**config.mk**
```make
export PLATFORM = sky130hd
export DESIGN_NAME = chain_shift_codec
export DESIGN_NICKNAME = d
export VERILOG_FILES = /design/src/rtl/chain_codec_pkg.sv /design/src/rtl/chain_shift_step.sv /design/src/rtl/chain_shift_codec.sv
export SDC_FILE = /design/constraint.sdc
export NUM_CORES = 1
export LEC_CHECK = 0
export CELL_PAD_IN_SITES_DETAIL_PLACEMENT = 1
export CELL_PAD_IN_SITES_GLOBAL_PLACEMENT = 2
export CORE_ASPECT_RATIO = 2
export CORE_MARGIN = 4
export CORE_UTILIZATION = 41
export DETAILED_ROUTE_END_ITERATION = 10
export DONT_BUFFER_PORTS = 1
export PLACE_DENSITY_LB_ADDON = 0.15
export SKIP_CTS_REPAIR_TIMING = 1
export SLEW_MARGIN = 20
export SYNTH_ARGS = -nofsm -noshare
export SYNTH_HDL_FRONTEND = slang
export SYNTH_HIERARCHICAL = 1
export SYNTH_SLANG_ARGS = --single-unit
```
**constraint.sdc**
```tcl
create_clock -name clk -period 8.55 [get_ports clk]
set_input_delay 1.2825 -clock clk [delete_from_list [all_inputs] [get_ports clk]]
set_output_delay 1.2825 -clock clk [all_outputs]
set_load 0.005 [all_outputs]
```
**src/rtl/chain_codec_pkg.sv**
```systemverilog
// rtl/chain_codec_pkg.sv - shared types and constants for the chained-shift codec
package chain_codec_pkg;

  // Session state: waiting, collecting serial symbols, or running the shift chain.
  typedef enum logic [1:0] {
    IDLE = 2'd0,
    LOAD = 2'd1,
    PROC = 2'd2
  } state_t;

  localparam logic DIR_DEC  = 1'b0;
  localparam logic DIR_ENC  = 1'b1;
  localparam logic LOAD_PAR = 1'b0;
  localparam logic LOAD_SER = 1'b1;

endpackage

```
**src/rtl/chain_shift_step.sv**
```systemverilog
// rtl/chain_shift_step.sv - one symbol of the chained-shift cipher
module chain_shift_step
  import chain_codec_pkg::*;
#(
  parameter int SYM_W = 3
) (
  input  logic [SYM_W-1:0] in,
  input  logic [SYM_W-1:0] s,
  input  logic             dir,
  output logic [SYM_W-1:0] out,
  output logic [SYM_W-1:0] s_next
);

  // The carried shift is always the ciphertext symbol, so encode and decode invert each other.
  always_comb begin
    out    = in - s;
    s_next = in;
    if (dir == DIR_ENC) begin
      out    = in + s;
      s_next = in + s;
    end
  end

endmodule

```
**src/rtl/chain_shift_codec.sv**
```systemverilog
// rtl/chain_shift_codec.sv - session FSM, symbol counter, work register and output register
module chain_shift_codec
  import chain_codec_pkg::*;
#(
  parameter int SYM_W = 3,
  parameter int SYM_N = 10
) (
  input  logic                   clk,
  input  logic                   rst,
  input  logic                   start,
  input  logic                   dir,
  input  logic                   load_mode,
  input  logic [SYM_W-1:0]       key,
  input  logic                   in_valid,
  input  logic                   abort,
  input  logic [SYM_N*SYM_W-1:0] data_in,
  output logic [SYM_N*SYM_W-1:0] data_out,
  output logic                   busy,
  output logic                   done
);

  localparam int CNT_W = (SYM_N > 1) ? $clog2(SYM_N) : 1;
  localparam logic [CNT_W-1:0] CNT_TOP = CNT_W'(SYM_N - 1);

  state_t                        state, state_next;
  logic [CNT_W-1:0]              cnt;
  logic [SYM_N-1:0][SYM_W-1:0]   work;
  logic [SYM_N-1:0][SYM_W-1:0]   work_final;
  logic [SYM_W-1:0]              s;
  logic [SYM_W-1:0]              sym_out;
  logic [SYM_W-1:0]              s_next;
  logic                          dir_q;
  logic                          accept;

  // A start is refused during the done cycle and whenever abort is also high.
  assign accept = start && !abort && !done;
  assign busy   = (state != IDLE);

  chain_shift_step #(.SYM_W(SYM_W)) u_step (
    .in     (work[cnt]),
    .s      (s),
    .dir    (dir_q),
    .out    (sym_out),
    .s_next (s_next)
  );

  // Work register with the current symbol already replaced, used for the final output load.
  always_comb begin
    work_final      = work;
    work_final[cnt] = sym_out;
  end

  // State register.
  always_ff @(posedge clk) begin
    if (rst) state <= IDLE;
    else     state <= state_next;
  end

  // Next-state logic; abort wins in LOAD/PROC, and the last PROC symbol returns to IDLE.
  always_comb begin
    state_next = state;
    case (state)
      IDLE: if (accept) state_next = (load_mode == LOAD_SER) ? LOAD : PROC;
      LOAD: begin
        if (abort)                        state_next = IDLE;
        else if (in_valid && cnt == '0)   state_next = PROC;
      end
      PROC: begin
        if (abort || cnt == '0)           state_next = IDLE;
      end
      default: state_next = IDLE;
    endcase
  end

  // Datapath: capture session parameters, fill the work register, run the chain, publish result.
  always_ff @(posedge clk) begin
    if (rst) begin
      cnt      <= '0;
      work     <= '0;
      s        <= '0;
      dir_q    <= DIR_DEC;
      data_out <= '0;
      done     <= 1'b0;
    end else begin
      done <= 1'b0;
      case (state)
        IDLE: begin
          if (accept) begin
            dir_q <= dir;
            s     <= key;
            cnt   <= CNT_TOP;
            if (load_mode == LOAD_PAR) work <= data_in;
          end
        end
        LOAD: begin
          if (!abort && in_valid) begin
            work[cnt] <= data_in[SYM_W-1:0];
            cnt       <= (cnt == '0) ? CNT_TOP : cnt - 1'b1;
          end
        end
        PROC: begin
          if (!abort) begin
            work[cnt] <= sym_out;
            s         <= s_next;
            if (cnt == '0) begin
              done     <= 1'b1;
              data_out <= work_final;
            end else begin
              cnt <= cnt - 1'b1;
            end
          end
        end
        default: ;
      endcase
    end
  end

endmodule

```
==> results.json, run 1 <==
{
  "synth_xor_area_frac": 0.0101,
  "crit_required_ns": 8.83,
  "synth_most_common_cell": "nor2_1",
  "syn_to_final_growth_pct": 7.75,
  "start_util": 0.423,
  "synthAdderAreaFrac": 0.0411,
  "drive_gt1_frac": 0.0898,
  "cp-start-kind": "register",
  "hold_class": "register to register",
  "tightest_slew_ns": 0.989,
  "grt_util_all_layers": 0.250,
  "synth_top_family_by_area": "compound AO/OA/AOI/OAI gates",
  "rsz0062_at_grt": "no",
  "relSlewSlack": 0.339,
  "drc": 0,
  "grt_overflow": 0,
  "synth_edf_count": 0,
  "grt_pass1_wl_mm": 23.7,
  "drtIter0Drc": 235,
  "worstPathArrival_ns": 4.45,
  "grt_max_degree": 75,
  "cts_tree": "yes",
  "dieArea_um2": 12400,
  "path_buf_inv": 2,
  "cts_buffers": 9,
  "finalWirelength_mm": 14.7,
  "status": "finished clean",
  "coreArea_um2": 10200,
  "ios": 72,
  "rrSetupSlack_ns": 4.38,
  "hold_viol_final": 0,
  "power.density_nw_per_um2": 439,
  "finalClockSkew_ns": 0.00790,
  "critPathSlowestCell": "dfxtp_1",
  "viasPerCell": 6.36,
  "tns_ns": 0,
  "numClockSinks": 71,
  "cts_max_level": 3,
  "synth_top_area_frac": 0.329,
  "cts.clk_slew.worst_paths_ns": 0.06,
  "fmax_ghz": 0.240,
  "gp_congestion": 0.876,
  "synth_common_cells": "nor2_1 (74), dfxtp_1 (71), a211oi_1 (40)",
  "die_h_um": 153,
  "grt_pass1_vias": 4147,
  "clockRootBuffer": "clkbuf_16",
  "synth_cell_type_count": 57,
  "clk_latency_ns": 0.34,
  "fin_crit_ns": 4.17,
  "timing.final.max_slew_violations": 0,
  "dp_hpwl_mm": 10.4,
  "layout.nets": 538,
  "n_antenna_cell": 0,
  "wl_per_cell_um": 23.5,
  "num_rows": 52,
  "synth_compound_area_frac": 0.298,
  "syn_area_um2": 4320,
  "cts_buffer_depth": 2,
  "synth_top_area_cell": "dfxtp_1",
  "timing.final.ws_setup_ns": 4.38,
  "nFillCells": 1272,
  "antenna_found_initial": 0,
  "die_w_um": 80.6,
  "cellLeakagePower_nw": 1.57,
  "crit_family": "compound AO/OA/AOI/OAI gates",
  "cap_viol_max_count": 0,
  "post-place-ws_ns": 4.48,
  "port-buffer-count": 0,
  "worstPathMaxFanout": 23,
  "ys.flop_type": "dfxtp_1",
  "crit_type": "register to register",
  "firstDrtPassIters": 7,
  "slowest_delay_ns": 0.76,
  "post-route-period-util": 0.488,
  "seq_area_frac_synth": 0.329,
  "drtAntennaViolNets": 0,
  "peakVddDrop_uv": 244,
  "ys_warn_count": 6,
  "cp-end-kind": "register",
  "setup_violations": 0,
  "muxShareOfSynthArea": 0.0914,
  "ys_seq_elements": 71,
  "synth_nets": 571,
  "async_flop_share": 0,
  "yosys.area_share.simple": 0.170,
  "final_util": 0.456,
  "cp_cell_sequence": "nor2b_1, a22oi_1, o21ai_0, inv_1, ha_1, fa_1, mux2i_1, buf_4, a22o_1, nand2_1, a311o_1, a21oi_2",
  "synthCells": 518,
  "routed-via-count": 3974,
  "synth_area_leaders": "dfxtp_1 (33%), a211oi_1 (6.9%), nor2_1 (6.4%)",
  "synth_area_per_cell_um2": 8.35
}
-- per-stage QoR --
stage	instance area (um^2)	std cells	hold slack (ns)	power, mW
after floorplan	4320	518	0.454	1.30
after global placement	4330	609	0.469	1.60
after detailed placement	4330	609	0.486	1.63
after CTS	4660	625	0.494	2.05
after global routing	4660	625	0.526	2.19
final	4660	625	0.496	2.05
-- registers in the layout, summed over array words and instances, names as in the netlist --
signal,cells
work,30
s,3
dir_q,1
cnt,4
state,2
data_out,30
done,1
-- cell type report --
cell class / count / area [um^2] / share of cell area
clock buffers: 9 / 225 / 0.0483
multi-input cells: 384 / 2650 / 0.568
clock inverters: 7 / 103 / 0.0220
repair buffers: 6 / 45.0 / 0.00967
inverters: 13 / 48.8 / 0.0105
well taps: 135 / 169 / 0.0363
flip-flops and latches: 71 / 1420 / 0.305
-- final timing paths --
path / start / endpoint / depth (start not counted)
worst max-delay path: cnt[2]$_SDFFE_PP0P_ / work[10]$_SDFFE_PP0P_ / 12
worst min-delay path: work[16]$_SDFFE_PP0P_ / work[16]$_SDFFE_PP0P_ / 2
worst max register to register: cnt[2]$_SDFFE_PP0P_ / work[10]$_SDFFE_PP0P_ / 12
worst min register to register: work[16]$_SDFFE_PP0P_ / work[16]$_SDFFE_PP0P_ / 2
-- per-layer routing --
metal	GRT usage	part of all wire
met1	0.289	0.38
met5	0	0
met4	0.104	0.037
met3	0.0448	0.049
met2	0.441	0.53
-- worst min-delay path, delay by kind of cell (launching register included) --
kind	cells	cell delay [ns]
flops	1	0.33
simple gates	1	0.06
compound gates	1	0.05
-- placed cells by master (no fill, tap or decap), drive strengths merged, types with 3 or more instances in the layout --
| cell | instances |
|---|---|
| a32o | 10 |
| a21o | 10 |
| inv | 15 |
| o21bai | 3 |
| mux2i | 26 |
| nor2b | 4 |
| dfxtp | 71 |
| nor2 | 74 |
| or3b | 5 |
| a211oi | 40 |
| o211ai | 7 |
| clkbuf | 9 |
| buf | 6 |
| a21oi | 31 |
| a221oi | 3 |
| ha | 11 |
| a311o | 4 |
| nand3 | 13 |
| a221o | 4 |
| a22oi | 5 |
| a311oi | 8 |
| xnor2 | 3 |
| nand2 | 26 |
| nor3 | 11 |
| o21ai | 38 |
| nand3b | 6 |
| mux4 | 6 |
| nor3b | 4 |
| a211o | 8 |
-- where the power goes --
part	internal [mW]	switching, mW	total (mW)
sequential	0.447	0.152	0.599
combinational	0.362	0.670	1.03
clock	0.259	0.157	0.416
total	1.07	0.979	2.05
-- kinds of logic (layout without fill, tap and decap cells) --
logic type                 after synthesis  count (layout)
DFF                                     71              71
AOI/OAI and AO/OA                      180             180
and+or+nand+nor                        154             154
buffers and inverters                   63              35
adders and majority gates               13              13
xor gates and xnor gates                 5               5
muxes                                   32              32
(Power assumes the default switching activity.)
==> run 2: changes to the inputs <==
--- a/config.mk
+++ b/config.mk
@@ -9,7 +9,7 @@
 export CELL_PAD_IN_SITES_GLOBAL_PLACEMENT = 2
 export CORE_ASPECT_RATIO = 2
 export CORE_MARGIN = 4
-export CORE_UTILIZATION = 41
+export CORE_UTILIZATION = 34
 export DETAILED_ROUTE_END_ITERATION = 10
 export DONT_BUFFER_PORTS = 1
 export PLACE_DENSITY_LB_ADDON = 0.15
==> constraint.sdc (replaced) <==
create_clock -name clk -period 3.7 [get_ports clk]
set_input_delay 0.555 -clock clk [delete_from_list [all_inputs] [get_ports clk]]
set_output_delay 0.555 -clock clk [all_outputs]
set_load 0.005 [all_outputs]
==> run 2 against run 1 <==
Non-clock buffer count is 19 higher; via count increased by 2.1%; die area up 19%; clock-buffer cell count is the same; clock skew rose by 0.0011 ns; final area grew 3.1%; clock power rose by 120%; highest routed layer unchanged.
==> results.json, run 2 (same netlist as run 1, synthesis figures left out) <==
{
  "status": "finished clean",
  "hold_start": "rst",
  "cap_viol_max_count": 0,
  "wl_per_cell_um": 24.3,
  "numClockSinks": 71,
  "num_rows": 58,
  "cellLeakagePower_nw": 1.66,
  "die_w_um": 87.7,
  "ios": 72,
  "syn_to_final_growth_pct": 11.1,
  "power.density_nw_per_um2": 991,
  "dp_hpwl_mm": 11.6,
  "firstDrtPassIters": 4,
  "drtIter0Drc": 174,
  "cp-end-kind": "register",
  "grt_overflow": 0,
  "die_h_um": 167,
  "cts.clk_slew.worst_paths_ns": 0.07,
  "post-route-period-util": 0.952,
  "cts_buffers": 9,
  "finalWirelength_mm": 16.0,
  "port-buffer-count": 0,
  "use_met1": 0.248,
  "viasPerCell": 6.16,
  "layout.nets": 557,
  "startpoint": "cnt[0]$_SDFFE_PP0P_",
  "start_util": 0.344,
  "routed-via-count": 4057,
  "cts_buffer_depth": 2,
  "layout_common_cells": "nor2_1 (73), dfxtp_1 (71), a211oi_1 (40)",
  "postPlaceCellArea_um2": 4510,
  "final_common_cell": "nor2_1",
  "clk_latency_ns": 0.34,
  "design_area_um2": 4800,
  "clockRootBuffer": "clkbuf_16",
  "cp-start-kind": "register",
  "worstPathArrival_ns": 3.81,
  "rsz0062_at_grt": "no",
  "antenna_found_initial": 0,
  "hold_class": "input port to register",
  "tightest_slew_ns": 0.720,
  "n_antenna_cell": 0,
  "instances_no_fill": 659,
  "setup_violations": 0,
  "timing.final.ws_setup_ns": 0.179,
  "path_buf_inv": 2,
  "timing.final.max_slew_violations": 0,
  "peakVddDrop_uv": 504,
  "gp_congestion": 0.859,
  "drc": 0,
  "dp_cells": 643,
  "worstPathMaxFanout": 14,
  "grt_pass1_vias": 4176,
  "r2r_start": "cnt[0]$_SDFFE_PP0P_",
  "fin_crit_ns": 3.52,
  "grt_max_degree": 75,
  "critPathSlowestCell": "mux4_2",
  "grt_pass1_wl_mm": 24.8,
  "fmax_ghz": 0.284,
  "hold_viol_final": 0,
  "grt_util_all_layers": 0.223,
  "crit_type": "register to register",
  "tns_ns": 0,
  "crit_family": "compound AO/OA/AOI/OAI gates",
  "relSlewSlack": 0.517,
  "grt_most_used_layer": "met2",
  "cts_tree": "yes",
  "post-place-ws_ns": 0.219,
  "drtAntennaViolNets": 0,
  "slowest_delay_ns": 0.57,
  "whs_ns": 0.283,
  "top_regs": "data_out: 30 flops, work: 30 flops, cnt: 4 flops",
  "crit_required_ns": 3.99,
  "finalClockSkew_ns": 0.00903,
  "cp_cell_sequence": "mux4_2, a22oi_1, o21ai_0, ha_1, fa_1, inv_1, mux2i_1, buf_4, a22o_1, nand2_1, a311o_1, a21oi_2",
  "cts_max_level": 3,
  "drive_gt1_frac": 0.124,
  "coreArea_um2": 12600,
  "use_met2": 0.409,
  "grt_util_met3": 0.0453,
  "dieArea_um2": 14700
}
==> run 2: changes by cell type in the layout (fill, tap and decap cells not counted), sizes merged <==
cell    delta
inv        -3
buf       +19
clkinv     +4
bufinv     -1
==> run 2: routing by layer <==
layer / vias to the layer above / routed length [um] / part of all wire
met3: 28 / 677 / 0.042
met4: 0 / 430 / 0.027
met1: 2039 / 6160 / 0.38
met2: 102 / 8740 / 0.55
met5: - / 0 / 0
li1: 1888 / - / -
==> run 2: final cells by class <==
type,instances,area (um^2)
Clock buffer,9,225
Inverter,13,48.8
Tap cell,150,188
Multi-Input combinational cell,384,2650
Timing Repair Buffer,25,200
Fill cell,1522,7750
Sequential cell,71,1420
Clock inverter,7,73.8
==> run 2: per-stage QoR <==
step	utilization	total power, mW
after floorplan	-	3.01
after global placement	0.359	3.80
after detailed placement	0.359	3.89
after CTS	0.383	4.80
after global routing	0.383	5.10
final	0.383	4.76
==> run 2: worst paths after layout <==
path | end | slack (ns) | cells after the start
max reg2reg | work[10]$_SDFFE_PP0P_ | 0.18 | 12
max | work[10]$_SDFFE_PP0P_ | 0.18 | 12
min reg2reg | data_out[28]$_SDFFE_PP0P_ | 0.51 | 2
min | dir_q$_SDFFE_PP0P_ | 0.28 | 1
==> run 2: power breakdown <==
group	internal [mW]	switching, mW
logic	0.915	1.62
clock network	0.523	0.373
registers	1.03	0.302
==> run 2: worst reg2reg max path, cell delays in order, from the launching register on <==
cell and delay, ns:
dfxtp_1 0.54, mux4_2 0.57, a22oi_1 0.20, o21ai_0 0.15, ha_1 0.22, fa_1 0.51, inv_1 0.06, mux2i_1 0.14
buf_4 0.24, a22o_1 0.25, nand2_1 0.08, a311o_1 0.40, a21oi_2 0.11
